**src/rtl/taco_order_if.sv**
```systemverilog
// Byte-in / order-out handshake bundle for the taco-code order decoder.
//   in_data   ASCII order byte (source -> decoder)
//   in_valid  in_data is valid (source -> decoder)
//   in_ready  decoder accepts a byte this cycle (decoder -> source)
//   out_sel   one-hot taco type of the current order (decoder -> consumer)
//   out_qty   order quantity 1..9 (decoder -> consumer)
//   out_valid order presented on out_sel/out_qty (decoder -> consumer)
//   out_ready consumer accepts the order (consumer -> decoder)
// Modport slave is the decoder's view; master is the surrounding source/consumer.
interface taco_order_if;
   logic [7:0] in_data;
   logic       in_valid;
   logic       in_ready;
   logic [3:0] out_sel;
   logic [3:0] out_qty;
   logic       out_valid;
   logic       out_ready;

   modport slave (
      input  in_data,
      input  in_valid,
      output in_ready,
      output out_sel,
      output out_qty,
      output out_valid,
      input  out_ready
   );

   modport master (
      output in_data,
      output in_valid,
      input  in_ready,
      input  out_sel,
      input  out_qty,
      input  out_valid,
      output out_ready
   );
endinterface

```
**src/rtl/taco_order_decoder.sv**
```systemverilog
// Taco order decoder: turns a stream of ASCII order bytes ("[1-9]?[CPFD]") into a
// one-hot taco select plus quantity, and keeps saturating per-type quantity tallies.
//   clk      system clock, rising edge
//   rst      asynchronous active-high reset
//   bus      taco_order_if.slave: byte stream in, order stream out
//   err      one-cycle pulse per rejected (malformed) byte
//   tally_c/p/f/d  accepted quantity totals for chicharron/papa/frijol/deshebrada
// One-hot select: C=0001, P=0010, F=0100, D=1000.
module taco_order_decoder #(
   parameter int unsigned CNT_W = 8
) (
   input  logic             clk,
   input  logic             rst,
   taco_order_if.slave      bus,
   output logic             err,
   output logic [CNT_W-1:0] tally_c,
   output logic [CNT_W-1:0] tally_p,
   output logic [CNT_W-1:0] tally_f,
   output logic [CNT_W-1:0] tally_d
);

   localparam int unsigned SumW = CNT_W + 5;

   typedef enum logic [1:0] {
      StIdle,
      StQty,
      StOut
   } state_e;

   state_e     state_q;
   logic [3:0] out_sel_q;
   logic [3:0] out_qty_q;
   logic       out_valid_q;
   logic [3:0] qty_q;
   logic       err_q;

   logic [3:0] byte_sel;
   logic       byte_letter;
   logic       byte_digit;
   logic       byte_blank;

   // Saturating accumulate of one order quantity into a tally.
   function automatic logic [CNT_W-1:0] sat_add(input logic [CNT_W-1:0] tally,
                                                input logic [3:0] qty);
      logic [SumW-1:0] sum;
      logic [SumW-1:0] max_val;
      sum     = SumW'(tally) + SumW'(qty);
      max_val = SumW'({CNT_W{1'b1}});
      if (sum > max_val) begin
         return {CNT_W{1'b1}};
      end
      return sum[CNT_W-1:0];
   endfunction

   // Classify the incoming byte.
   always_comb begin
      byte_sel = 4'b0000;
      case (bus.in_data)
         8'd67:   byte_sel = 4'b0001;
         8'd80:   byte_sel = 4'b0010;
         8'd70:   byte_sel = 4'b0100;
         8'd68:   byte_sel = 4'b1000;
         default: byte_sel = 4'b0000;
      endcase
      byte_letter = |byte_sel;
      byte_digit  = (bus.in_data >= 8'd49) && (bus.in_data <= 8'd57);
      byte_blank  = (bus.in_data == 8'd32) || (bus.in_data == 8'd10);
   end

   // Backpressure the byte source while an order is waiting.
   assign bus.in_ready  = (state_q != StOut);
   assign bus.out_sel   = out_sel_q;
   assign bus.out_qty   = out_qty_q;
   assign bus.out_valid = out_valid_q;
   assign err           = err_q;

   always_ff @(posedge clk or posedge rst) begin
      if (rst) begin
         state_q     <= StIdle;
         out_sel_q   <= 4'b0000;
         out_qty_q   <= 4'd0;
         out_valid_q <= 1'b0;
         qty_q       <= 4'd0;
         err_q       <= 1'b0;
         tally_c     <= '0;
         tally_p     <= '0;
         tally_f     <= '0;
         tally_d     <= '0;
      end else begin
         err_q <= 1'b0;
         case (state_q)
            StIdle: begin
               if (bus.in_valid) begin
                  if (byte_letter) begin
                     out_sel_q   <= byte_sel;
                     out_qty_q   <= 4'd1;
                     out_valid_q <= 1'b1;
                     state_q     <= StOut;
                  end else if (byte_digit) begin
                     // '1'..'9' are 0x31..0x39, so the low nibble is the quantity.
                     qty_q   <= bus.in_data[3:0];
                     state_q <= StQty;
                  end else if (!byte_blank) begin
                     err_q <= 1'b1;
                  end
               end
            end
            StQty: begin
               if (bus.in_valid) begin
                  if (byte_letter) begin
                     out_sel_q   <= byte_sel;
                     out_qty_q   <= qty_q;
                     out_valid_q <= 1'b1;
                     state_q     <= StOut;
                  end else begin
                     err_q   <= 1'b1;
                     state_q <= StIdle;
                  end
                  qty_q <= 4'd0;
               end
            end
            StOut: begin
               if (bus.out_ready) begin
                  unique case (out_sel_q)
                     4'b0001: tally_c <= sat_add(tally_c, out_qty_q);
                     4'b0010: tally_p <= sat_add(tally_p, out_qty_q);
                     4'b0100: tally_f <= sat_add(tally_f, out_qty_q);
                     4'b1000: tally_d <= sat_add(tally_d, out_qty_q);
                     default: ;
                  endcase
                  out_sel_q   <= 4'b0000;
                  out_qty_q   <= 4'd0;
                  out_valid_q <= 1'b0;
                  state_q     <= StIdle;
               end
            end
            default: begin
               state_q <= StIdle;
            end
         endcase
      end
   end

endmodule
```
**src/flat_wrapper.sv**
```systemverilog
// flat-port wrapper written by rule: the top's interface ports become plain ports
module taco_order_decoder_flat 
#(
   parameter int unsigned CNT_W = 8
)
  (clk, rst, err, tally_c, tally_p, tally_f, tally_d, bus_in_data, bus_in_valid, bus_in_ready, bus_out_sel, bus_out_qty, bus_out_valid, bus_out_ready);
  taco_order_if bus_i ();
  input  logic clk;
  input  logic rst;
  output logic err;
  output logic [CNT_W-1:0] tally_c;
  output logic [CNT_W-1:0] tally_p;
  output logic [CNT_W-1:0] tally_f;
  output logic [CNT_W-1:0] tally_d;
  input wire logic [$bits(bus_i.in_data)-1:0] bus_in_data;
  input wire logic [$bits(bus_i.in_valid)-1:0] bus_in_valid;
  output wire logic [$bits(bus_i.in_ready)-1:0] bus_in_ready;
  output wire logic [$bits(bus_i.out_sel)-1:0] bus_out_sel;
  output wire logic [$bits(bus_i.out_qty)-1:0] bus_out_qty;
  output wire logic [$bits(bus_i.out_valid)-1:0] bus_out_valid;
  input wire logic [$bits(bus_i.out_ready)-1:0] bus_out_ready;
  assign bus_i.in_data = bus_in_data;
  assign bus_i.in_valid = bus_in_valid;
  assign bus_in_ready = bus_i.in_ready;
  assign bus_out_sel = bus_i.out_sel;
  assign bus_out_qty = bus_i.out_qty;
  assign bus_out_valid = bus_i.out_valid;
  assign bus_i.out_ready = bus_out_ready;
  taco_order_decoder #(.CNT_W(CNT_W)) u_core (.clk(clk), .rst(rst), .bus(bus_i), .err(err), .tally_c(tally_c), .tally_p(tally_p), .tally_f(tally_f), .tally_d(tally_d));
endmodule
```
**config.mk**
```make
export PLATFORM = sky130hd
export DESIGN_NAME = taco_order_decoder_flat
export DESIGN_NICKNAME = d
export VERILOG_FILES = /design/src/rtl/taco_order_if.sv /design/src/rtl/taco_order_decoder.sv /design/src/flat_wrapper.sv
export SDC_FILE = /design/constraint.sdc
export NUM_CORES = 1
export LEC_CHECK = 0
export CORE_MARGIN = 10
export CORE_UTILIZATION = 35
export CTS_BUF_LIST = sky130_fd_sc_hd__clkbuf_2 sky130_fd_sc_hd__clkbuf_4 sky130_fd_sc_hd__clkbuf_8
export CTS_CLUSTER_SIZE = 25
export DETAILED_ROUTE_END_ITERATION = 10
export MAX_ROUTING_LAYER = met4
export PLACE_DENSITY_LB_ADDON = 0.15
export SLEW_MARGIN = 0
export SYNTH_ARGS = -nofsm -noshare
export SYNTH_HDL_FRONTEND = slang
export SYNTH_SLANG_ARGS = --single-unit
```
**constraint.sdc**
```tcl
create_clock -name clk -period 2 [get_ports clk]
set_clock_uncertainty 0.2 [all_clocks]
set_input_delay 0.4 -clock clk [delete_from_list [all_inputs] [get_ports clk]]
set_output_delay 0.4 -clock clk [all_outputs]
set_load 0.05 [all_outputs]
```
==> metrics.md <==
| Metric | Value |
|---|---|
| Synth top area share | 41.5% |
| Commonest non-fill, non-tap cell in the layout | buf_4 |
| Die X-Extent | 111 µm |
| Core area | 8130 µm² |
| PortBufs | 54 |
| Area after DPL | 4050 µm² |
| Primary FF master, synth | dfrtp_1 |
| Post-DP HPWL | 5860 µm |
| Fin nets | 431 |
| Slack of the worst reg-to-reg path | -0.14 ns |
| Synth Register Bits | 48 |
| Largest family of logic cells by synthesized area | simple AND/OR/NAND/NOR gates |
| Fin. max-slew vios | 0 |
| Slowest-stage cell, CP | dfrtp_4 |
| Hold WS | 0.255 ns |
| Buffer and inverter count on the worst path | 0 |
| Maximum vdd drop | 0.312 mV |
| Synthesized area | 2890 µm² |
| # IOs | 55 |
| H-tree levels | 2 |
| Clk buf depth | 2 |
| Commonest cells after routing, fill and taps aside | buf_4, nand2_1, dfrtp_1 |
| Root Buffer | clkbuf_8 |
| Max cap viols | 0 |
| Unrepaired setup endpoints after global routing | true |
| Router iterations before antenna repair | 4 |
| Register area share after synthesis | 41.5% |
| # DRC | 0 |
| FF-to-FF path depth | 6 |
| Reg2reg start | u_core.bus.out_qty[0] |
| Period utilization | 107% |
| Global-route wire length before repair | 13400 µm |
| Final instance area | 4520 µm² |
| Die area | 12300 µm² |
| Post-route ant nets | 0 |
| Antenna cells | 0 |
| Initial drt markers | 80 |
| Post-Synthesis Cells | 275 |
| Layout area overhead | 56.4% |
| Filler cell count | 727 |
| Clock-pin slew of the registers on the worst-case setup and hold paths | 0.10 ns |
| Largest net degree at the start of global routing | 49 |
| CP endpoint kind | flip-flop |
| Adder-cell share of the synthesized area | 9.69% |
| Status | complete, but fails checks |
| XOR/XNOR Fraction of Synth Area | 2.42% |
| Max Clock Freq | 467 MHz |
| Routability Congestion | 0.737 |
| Height of the die | 111 µm |
| CP Data Arrival Time | 2.14 ns |
| Mapped Avg Cell Area | 10.5 µm² |
| Syn_nets | 307 |
| Netlist cell types | 52 |
| Final WL | 8050 µm |
| Startpoint Class | flip-flop |
| Violated checks | setup timing |
| Initial Util | 35.6% |
| Final WS setup | -0.139 ns |
| Pre-CTS setup slack | -0.491 ns |
| Final-report setup violation count | 32 |
| Routed WL per cell | 15.9 µm |
| Vias in the first global route | 2815 |
| Num CTS Buffers | 5 |
| GRT Total Usage | 13.1% |
| Post-synthesis mux area share | 6.62% |
| Post-synth EDFFs | 0 |
| Relative slew margins | 77.7% |
| FP Rows | 33 |
| Antenna violations before repair | 0 |
| Final Hold Fails | 0 |
| CTS Hold Buffers Added | 0 |
| P per Cell Area | 471 nW/µm² |
| Share of cells above drive strength 1 | 51.7% |
| Reg2reg end | u_core.tally_p[7] |
| Avg Vias per Cell | 5.17 |
| Post-Synth Simple-Gate Area | 19.9% |
| WP data required | 2.00 ns |
| Top post-synthesis cells by area | dfrtp_1, ha_1, nand2_1 |
| CP Max Fanout | 5 |
| CTS tree | yes |
| Hold Crit Class | in2async |
| Synth Area in Compound Gates | 17.6% |
| Cell family with most CP delay | flip-flops |
| Cell taking the most area after synthesis | dfrtp_1 |
| Slew at the pin closest to its max-slew limit | 0.330 ns |
| CTS sink cnt | 48 |
| Leakage power | 2.21 nW |
| Asr flop ratio synth | 100% |
| CP Class | reg2reg |
| CP peak stage delay | 0.57 ns |
| Grt total ovfl | 0 |
| Vias | 2610 |
| Clock Latency Late Sink | 0.31 ns |
| Final min period | 2.14 ns |
| Cells along the critical path | ha_4, fa_2, a21o_1, a21oi_4, o21ai_1, mux2_4 |
| Core Util, Final | 55.6% |
| Yosys warns | 0 |
worst min-delay path: cells and delay by family:
| kind | cells | cell delay [ns] |
|---|---|---|
| buf+inv | 3 | 0.76 |
flip-flops by register name, summed over array words and instances (netlist names):
| register | cells |
|---|---|
| u_core.bus.out_qty | 4 |
| u_core.bus.out_sel | 4 |
| u_core.bus.out_valid | 1 |
| u_core.err | 1 |
| u_core.qty_q | 4 |
| u_core.state_q | 2 |
| u_core.tally_c | 8 |
| u_core.tally_d | 8 |
| u_core.tally_f | 8 |
| u_core.tally_p | 8 |
through the flow:
stage               total power [mW]  instances  TNS (ns)
finish                          2.13        505     -2.33
global route                    2.21        505     -4.51
CTS                             2.15        501     -2.38
detailed placement              1.39        482    -17.43
global placement                1.39        482    -16.05
floorplan                       1.22        275     -1.14
cells in the mapped netlist (5+ instances only):
library cell  number
nand2_1           33
mux2i_1            9
a21oi_1            9
nor3_1             9
o211ai_1           8
inv_1              8
nor4b_1            5
dfrtp_1           48
mux2_2             9
nand3_1            8
o21ai_0           12
a21o_1             7
o21a_1             5
ha_1              16
nand2b_1           7
nor2_1             7
or4_1              5
what timing repair did:
item,CTS,global route
resized for setup,24,30
setup endpoints to repair,45,46
buffers inserted,11,4
pin swaps,9,14
area by class of cell:
type	instances	area (µm²)	area share, %
Sequential cell	48	1230	27.2
Inverter	8	30.0	0.664
Clock inverter	2	35.0	0.774
Tap cell	105	131	2.90
Timing Repair Buffer	124	1080	23.9
Multi-Input combinational cell	212	1940	42.9
Clock buffer	6	76.3	1.69
metal layers:
metal,share of wire (%),up-vias,GRT usage (%)
li1,-,1289,-
met1,46,1279,15.9
met2,50,37,21.7
met3,3.0,5,2.16
met4,1.1,0,3.91
met5,0,-,-
cells by family after synthesis:
| group | Yosys count |
|---|---|
| AOI/OAI and AO/OA | 69 |
| xor gates and xnor gates | 8 |
| muxes | 18 |
| adders and majority gates | 20 |
| buffers and inverters | 15 |
| and+or+nand+nor | 97 |
| DFF | 48 |
power by group:
group	total, mW	switching, mW	internal [mW]
Sequential	1.04	0.0420	1.00
Clock	0.729	0.343	0.386
Combinational	0.358	0.185	0.173
Total	2.13	0.570	1.56
worst max path at each step:
stage               cells past startpoint  slack [ns]             startpoint                    end
floorplan                               6       -0.13  u_core.bus.out_qty[0]      u_core.tally_c[7]
global placement                        5       -0.44         bus_in_data[0]  u_core.bus.out_qty[0]
detailed placement                      5       -0.49         bus_in_data[0]  u_core.bus.out_qty[0]
CTS                                     6       -0.14  u_core.bus.out_qty[0]      u_core.tally_f[4]
global route                            6       -0.20  u_core.bus.out_qty[0]      u_core.tally_f[7]
finish                                  6       -0.14  u_core.bus.out_qty[0]      u_core.tally_p[7]
Power figures use the tool's default switching activity.
